**src/rtl/conv_seq_ctrl_pkg.sv**
```systemverilog
// Shared constants for the convolution sequencer:
// frame geometry, derived widths and FSM encoding.
package conv_seq_ctrl_pkg;

   localparam int IMG_W = 8;
   localparam int K     = 3;
   localparam int OUT_W = IMG_W - K + 1;

   localparam int AW = 6;
   localparam int TW = 4;
   localparam int WW = 6;
   localparam int SW = 2;

   localparam logic [SW-1:0] S_IDLE = 2'd0;
   localparam logic [SW-1:0] S_LOAD = 2'd1;
   localparam logic [SW-1:0] S_CONV = 2'd2;
   localparam logic [SW-1:0] S_DONE = 2'd3;

endpackage

```
**src/rtl/conv_seq_ctrl_addr_gen.sv**
```systemverilog
// Window/tap walker: row-major windows, row-major taps,
// one read address per enabled cycle.
module conv_addr_gen
   import conv_seq_ctrl_pkg::*;
#(
   parameter int KS = 3,
   parameter int OW = 6
) (
   input  logic          clk,
   input  logic          rst,
   input  logic          clr,
   input  logic          en,
   output logic          step,
   output logic          first,
   output logic          last,
   output logic          frame_end,
   output logic [AW-1:0] addr,
   output logic [TW-1:0] tap,
   output logic [WW-1:0] win
);

   localparam logic [1:0] K_MAX = 2'(KS - 1);
   localparam logic [2:0] O_MAX = 3'(OW - 1);

   logic [2:0] row;
   logic [2:0] col;
   logic [1:0] ky;
   logic [1:0] kx;
   logic [2:0] ay;
   logic [2:0] ax;

   assign step      = en;
   assign first     = tap == '0;
   assign last      = ky == K_MAX && kx == K_MAX;
   assign frame_end = last && row == O_MAX && col == O_MAX;

   // 3-bit sums never exceed 7 since row,col <= 5 and ky,kx <= 2
   assign ay   = row + {1'b0, ky};
   assign ax   = col + {1'b0, kx};
   assign addr = {ay, ax};

   always_ff @(posedge clk) begin
      if (rst || clr) begin
         row <= '0;
         col <= '0;
         ky  <= '0;
         kx  <= '0;
         tap <= '0;
         win <= '0;
      end else if (en) begin
         if (kx == K_MAX) begin
            kx <= '0;
            ky <= (ky == K_MAX) ? 2'd0 : ky + 2'd1;
         end else begin
            kx <= kx + 2'd1;
         end
         tap <= last ? 4'd0 : tap + 4'd1;
         if (last) begin
            win <= frame_end ? 6'd0 : win + 6'd1;
            if (col == O_MAX) begin
               col <= '0;
               row <= (row == O_MAX) ? 3'd0 : row + 3'd1;
            end else begin
               col <= col + 3'd1;
            end
         end
      end
   end

endmodule

```
**src/rtl/conv_seq_ctrl.sv**
```systemverilog
// Image load / convolution read sequencer driving an
// external RAM and MAC.
module conv_seq_ctrl
   import conv_seq_ctrl_pkg::AW, conv_seq_ctrl_pkg::TW,
          conv_seq_ctrl_pkg::WW, conv_seq_ctrl_pkg::SW,
          conv_seq_ctrl_pkg::S_IDLE, conv_seq_ctrl_pkg::S_LOAD,
          conv_seq_ctrl_pkg::S_CONV, conv_seq_ctrl_pkg::S_DONE;
#(
   parameter int IMG_W = conv_seq_ctrl_pkg::IMG_W,
   parameter int K     = conv_seq_ctrl_pkg::K,
   parameter int OUT_W = IMG_W - K + 1
) (
   input  logic          clk,
   input  logic          rst,
   input  logic          in_st,
   input  logic          ld_valid,
   input  logic [7:0]    ld_data,
   output logic          wr,
   output logic [AW-1:0] address,
   output logic [7:0]    ram_din,
   output logic          mac_en,
   output logic          mac_first,
   output logic [TW-1:0] k_idx,
   output logic          out_st,
   output logic [WW-1:0] out_idx,
   output logic          busy,
   output logic          done
);

   localparam logic [AW:0]   N_PIX    = (AW+1)'(IMG_W * IMG_W);
   localparam logic [WW-1:0] LAST_WIN = WW'(OUT_W * OUT_W - 1);

   logic [SW-1:0] state;
   logic [AW:0]   wr_cnt;
   logic [AW-1:0] addr_q;
   logic          rd_done;

   logic          g_en;
   logic          g_step;
   logic          g_first;
   logic          g_last;
   logic          g_end;
   logic [AW-1:0] g_addr;
   logic [TW-1:0] g_tap;
   logic [WW-1:0] g_win;

   logic          last1;
   logic [WW-1:0] win1;

   assign g_en = state == S_CONV && !rd_done;

   conv_addr_gen #(
      .KS (K),
      .OW (OUT_W)
   ) u_gen (
      .clk       (clk),
      .rst       (rst),
      .clr       (state != S_CONV),
      .en        (g_en),
      .step      (g_step),
      .first     (g_first),
      .last      (g_last),
      .frame_end (g_end),
      .addr      (g_addr),
      .tap       (g_tap),
      .win       (g_win)
   );

   assign address = g_step ? g_addr : addr_q;
   assign busy    = state != S_IDLE;
   assign done    = state == S_DONE;

   always_ff @(posedge clk) begin
      if (rst) begin
         state   <= S_IDLE;
         wr      <= 1'b0;
         wr_cnt  <= '0;
         addr_q  <= '0;
         ram_din <= '0;
         rd_done <= 1'b0;
      end else begin
         wr <= 1'b0;
         unique case (state)
            S_IDLE: begin
               if (in_st) begin
                  state  <= S_LOAD;
                  wr_cnt <= '0;
               end
            end
            S_LOAD: begin
               // the full count blocks a 65th write and moves on
               if (wr_cnt == N_PIX) begin
                  state   <= S_CONV;
                  rd_done <= 1'b0;
               end else if (ld_valid) begin
                  wr      <= 1'b1;
                  addr_q  <= wr_cnt[AW-1:0];
                  ram_din <= ld_data;
                  wr_cnt  <= wr_cnt + 1'b1;
               end
            end
            S_CONV: begin
               if (g_step) addr_q <= g_addr;
               if (g_step && g_end) rd_done <= 1'b1;
               if (out_st && out_idx == LAST_WIN) state <= S_DONE;
            end
            S_DONE: state <= S_IDLE;
            default: state <= S_IDLE;
         endcase
      end
   end

   // read data returns one cycle after issue; result one after last tap
   always_ff @(posedge clk) begin
      if (rst) begin
         mac_en    <= 1'b0;
         mac_first <= 1'b0;
         k_idx     <= '0;
         last1     <= 1'b0;
         win1      <= '0;
         out_st    <= 1'b0;
         out_idx   <= '0;
      end else begin
         mac_en    <= g_step;
         mac_first <= g_step && g_first;
         if (g_step) k_idx <= g_tap;
         last1 <= g_step && g_last;
         if (g_step && g_last) win1 <= g_win;
         out_st <= last1;
         if (last1) out_idx <= win1;
      end
   end

endmodule

```
**config.mk**
```make
export PLATFORM = sky130hd
export DESIGN_NAME = conv_seq_ctrl
export DESIGN_NICKNAME = d
export VERILOG_FILES = /design/src/rtl/conv_seq_ctrl_pkg.sv /design/src/rtl/conv_seq_ctrl_addr_gen.sv /design/src/rtl/conv_seq_ctrl.sv
export SDC_FILE = /design/constraint.sdc
export NUM_CORES = 1
export LEC_CHECK = 0
export ABC_CLOCK_PERIOD_IN_PS = 2300
export CAP_MARGIN = 40
export CORE_MARGIN = 2
export CORE_UTILIZATION = 40
export CTS_CLUSTER_SIZE = 12
export DETAILED_ROUTE_END_ITERATION = 12
export PLACE_DENSITY_LB_ADDON = 0.08
export REMOVE_ABC_BUFFERS = 1
export SLEW_MARGIN = 20
export SYNTH_ARGS = -nofsm -noshare
export SYNTH_HDL_FRONTEND = slang
export SYNTH_SLANG_ARGS = --single-unit
```
**constraint.sdc**
```tcl
create_clock -name clk -period 2.3 [get_ports clk]
set_input_delay 0.46 -clock clk [delete_from_list [all_inputs] [get_ports clk]]
set_output_delay 0.46 -clock clk [all_outputs]
set_load 0.01 [all_outputs]
```
== Word-level counts from Yosys, hierarchy flattened ==
Index checks and enable logic that the tools add are counted.
Widths: inputs -> output; s select.
Cells by class
  add/sub/neg operators: 9
  multipliers: 0
  divide/modulo/power cells: 0
  $lt $le $gt $ge: 0
  eq/ne operators: 16
  shift operators: 0
  muxes and demuxes: 22
  bitwise operators: 2
  reductions and logical operators: 24
Operators by type and width (number)
  $mux 6: 4
  $mux 7: 3
  $reduce_and 3->1: 5
  $pmux 7 s2: 1
  $pmux 6 s2: 1
  $mux 2: 5
  $ne 2x2->1 const B: 5
  $eq 2x2->1 const B: 4
  $logic_and 1x1->1: 8
  $pmux 2 s4: 1
  $add 7x1->7 const B: 1
  $eq 7x7->1 const B: 1
  $add 3x1->3 const B: 2
  $add 3x2->3: 2
  $add 6x1->6 const B: 1
  $eq 3x3->1 const B: 2
  $eq 6x6->1 const B: 1
  $mux 3: 2
  $reduce_bool 2->1: 3
  $add 2x1->2 const B: 2
  $add 4x1->4 const B: 1
  $logic_not 4->1: 1
  $mux 4: 1
  $ne 2x1->1 const B: 2
  10 further kinds: 14
Storage, ports and cells
  bits in registers: 65
  latch bits: 0
  memory bits (writable): 0
  ROM bits: 0
  input bits: 12
  output and inout bits: 30
  logic and storage cells: 92
  memories kept: 0

== Logic depth before layout (Yosys ltp) ==
  word-level depth: 7
  gate-level depth with buffers: 8

== By module ==
Synthesis repeated with hierarchy kept, for this count alone.
Unflattened totals
  cells, all modules: 343
  area, all modules: 3100.5 um^2
Modules (own cells, without submodules)
  conv_seq_ctrl: times used 1, cells an instance 222, area each 1980.6 um^2
  conv_addr_gen: times used 1, cells an instance 121, area each 1119.8 um^2

== Worst setup path after synthesis ==
Ideal clock, no wire load.
  kind: register to output
  from: register state[0]
  to: output port address[2]
  arrival: 1.485 ns
  data required time: 1.840 ns
  path slack: 0.355 ns
  cell stages (with the launch flop): 8
  path buffers: 2
  cell sequence: dfxtp_1 > inv_1 > ha_1 > nand2b_1 > clkbuf_1 > clkbuf_1 > nand2_1 > o21ai_0
On the way
  word-level cells in the longest chain between the ends: 3
Ends and longest elaborated chain
  from (decl): RTL line conv_seq_ctrl.sv:33  | logic [SW-1:0] state;
  from (signal assigned): RTL line conv_seq_ctrl.sv:75  | state <= S_IDLE;
  from (signal assigned): RTL line conv_seq_ctrl.sv:86  | state <= S_LOAD;
  from (signal assigned): RTL line conv_seq_ctrl.sv:93  | state <= S_CONV;
  $eq 2x2->1: RTL line conv_seq_ctrl.sv:50  | assign g_en = state == S_CONV && !rd_done;
  $logic_and 1x1->1: RTL line conv_seq_ctrl.sv:50
  $mux 6
  to (decl): RTL line conv_seq_ctrl.sv:19  | output logic [AW-1:0] address,
Every way passes these cells.

== Final worst setup path ==
  from: register state[0]
  to: output port address[4]
The elaborated chain is that of the path after synthesis.

==> run_results.csv <==
group,metric,value,unit
drt,first_pass_iters,4,
yosys,synth.largest_area_cell,"dfxtp_1",
grt,grt_antenna_before_repair,0,
timing,max_freq,0.451,GHz
setup_path,timing.critical_path.from,"state[0]",
finish,finish.instance_area,0.00388,mm2
grt,grt_pass1_vias,2350,
clocking,cts_tree,"done",
timing,finalMaxSlewViolations,0,
timing,setup_tns,0,ns
job,maxCapViolCount,0,
pwr,powerDensity,819,mW/mm2
yosys,synthesis.instances,340,
setup_path,r2r_slack,0.26,ns
yosys,avgSynthCellArea,9.01,um2
setup_path,crit_type,"register to output pin",
floorplan,dieWidth,91.5,um
setup_path,cp_max_fo,4,
yosys,yosysWarnings,0,
placed_design,dp_hpwl,4.74,mm
placed_design,port_buffers,41,
setup_path,cp-end-kind,"output pin",
finish,seqCellArea,0.00130,mm2
setup_path,cp_slowest_cell,"mux2_2",
drt,drtIter0Drc,121,
floorplan,die_h,91.5,um
yosys,async_flop_share,0,%
yosys,synth-edff-count,0,
setup_path,worstPathArrival,1.76,ns
min_path,whs_path_depth,2,
placed_design,routabilityCongestion,0.771,
drt,finalWirelength,6.83,mm
drt,via_per_inst,5.07,
min_path,hold_path_end,"k_idx[0]",
grt,grt_max_degree,43,
yosys,post-synth-top-count-cell,"dfxtp_1",
min_path,hp-start,"k_idx[0]",
floorplan,die_area,0.00837,mm2
yosys,synth.distinct_cells,52,
finish,drive_gt1_share,16.2,%
yosys,ys.flop_type,"dfxtp_1",
yosys,synth-seq-cells,65,
min_path,hold_class,"register to register",
floorplan,start_util,41.8,%
yosys,synth_commonest_cells,"dfxtp_1 (65), nand2_1 (40), a21oi_1 (30)",
timing,slew_headroom,50.0,%
floorplan,core-area,0.00733,mm2
grt,grt_use_total,16.8,%
timing,grt_setup_unrepaired,"false",
drt,vias,2538,
setup_path,max_stage_delay,0.34,ns
timing,fin_crit_sh,96.3,%
yosys,yosysSeqAreaShare,42.5,%
finish,n_antenna_cell,0,
yosys,syn_area,0.00306,mm2
clocking,numCtsBuffers,9,
pwr,p_leak,1.39,nW
clocking,path_clk_slew,0.08,ns
floorplan,ios,42,
setup_path,critPathRequiredTime,1.84,ns
status,outcome,"finished, final reports clean",
finish,multi_input_area,0.00162,mm2
timing,setup_viol,0,
yosys,yosysTopAreaCellShare,42.5,%
drt,wl_per_cell,13.6,um
timing,worstMarginPinSlew,0.740,ns
timing,min_period,2.22,ns
setup_path,cp_cell_sequence,"inv_2 -> ha_2 -> nor2b_4 -> buf_4 -> buf_6 -> mux2_2 -> buf_2",
finish,area_growth,26.6,%
pwr,power.total,3.18,mW
finish,fill_cells,697,
floorplan,num_rows,31,
setup_path,reg2reg_to,"wr_cnt[2]",
clocking,cts_root_buffer,"clkbuf_8",
clocking,h-tree-depth,3,
clocking,holdBufCountCts,0,
yosys,synthTopCellsByArea,"dfxtp_1 (42%), mux2i_1 (7.8%), a21oi_1 (4.9%)",
drt,drc,0,
grt,grt_pass1_wl,11.3,mm
setup_path,r2r_cells,6,
finish,fin_nets,422,
placed_design,placed_cell_area,0.00366,mm2
clocking,insertion_delay,0.34,ns
clocking,clock-sinks,65,
timing,skew,0.00918,ns
pwr,ir_drop,423,uV
grt,overflow,0,
drt,ant_nets,0,
clocking,clock_path_buffers,2,
timing,hold_ws,0.456,ns
timing,hold_viol,0,
setup_path,critPathLaunchType,"register",
setup_path,reg2reg_from,"state[0]",
-- cell usage in the layout, fill, tap and decap left out, types with 5 or more instances in the layout --
| cell | instances |
|---|---|
| dfxtp_1 | 63 |
| nor4_1 | 7 |
| inv_1 | 13 |
| o211ai_1 | 5 |
| ha_1 | 10 |
| nor3_1 | 8 |
| xnor2_1 | 5 |
| mux2i_1 | 24 |
| nor2_1 | 28 |
| clkbuf_8 | 9 |
| clkdlybuf4s50_1 | 35 |
| a21oi_1 | 30 |
| nand2_1 | 40 |
| buf_4 | 24 |
| nand3_1 | 14 |
| nand2b_1 | 9 |
| or3_1 | 6 |
| o31ai_1 | 6 |
-- per-layer routing --
layer,wire length (um),vias up,part of all wire [%],GRT usage (%)
li1,-,1306,-,-
met1,3220,1195,47,21.0
met2,3370,32,49,28.6
met3,186,5,2.7,4.48
met4,57,0,0.83,4.55
met5,0,-,0,0
-- cell families (layout without fill, tap and decap cells) --
kind of cell / after synthesis / count (layout) / share of synthesized area (%)
DFF: 65 / 65 / 42.5
buffers and inverters: 34 / 96 / 5.15
and+or+nand+nor: 133 / 133 / 22.5
xor gates and xnor gates: 7 / 7 / 2.00
adders and majority gates: 13 / 13 / 5.80
muxes: 28 / 28 / 9.31
AOI/OAI and AO/OA: 60 / 60 / 12.7
-- sequential cells by signal (all words and copies together) (netlist names), 3 cells and up --
| signal | flops |
|---|---|
| ram_din | 8 |
| wr_cnt | 7 |
| addr_q | 6 |
| out_idx | 6 |
| u_gen.win | 6 |
| win1 | 6 |
| k_idx | 4 |
| u_gen.tap | 4 |
| u_gen.col | 3 |
| u_gen.row | 3 |
-- layout make-up --
| cell class | count | share of cell area, % |
|---|---|---|
| inverter | 14 | 1.35 |
| tap | 99 | 3.19 |
| sequential | 65 | 33.6 |
| timing repair buffer | 66 | 14.9 |
| clock inverter | 7 | 2.00 |
| multi-input combinational | 241 | 41.8 |
| clock buffer | 9 | 3.19 |
-- timing repair --
item,CTS,global route
resized for setup,18,11
setup buffers,2,1
endpoints found under the setup margin,6,6
-- critical path, delay by kind of cell (launching register included) --
kind | cells | cell delay [ns]
flops | 1 | 0.33
fa+ha+maj | 1 | 0.18
buf+inv | 4 | 0.45
simple gates | 1 | 0.12
mux | 1 | 0.34
-- worst max path at each step --
stage,end,slack (ns),depth (start not counted)
3_5_place_dp,address[5],0.05,5
5_1_grt,address[4],0.004,7
4_1_cts,address[2],0.006,6
6_report,address[4],0.08,7
2_1_floorplan,u_gen.row[1],-0.27,6
3_3_place_gp,address[5],0.05,5
-- through the flow --
step / worst slack (ns) / util (%) / std cells
2_1_floorplan: -0.275 / - / 320
3_3_place_gp: 0.0550 / 49.9 / 482
3_5_place_dp: 0.0474 / 49.9 / 482
4_1_cts: 0.00650 / 52.6 / 500
5_1_grt: 0.00438 / 52.9 / 501
6_report: 0.0844 / 52.9 / 501
-- where the power goes --
| part | leakage (nW) | switching (mW) | internal (mW) |
|---|---|---|---|
| logic | 0.764 | 0.517 | 0.435 |
| registers | 0.525 | 0.0398 | 1.20 |
| clock network | 0.100 | 0.480 | 0.509 |
| total | 1.39 | 1.04 | 2.14 |
No activity file was read; power rests on OpenSTA's default activity.
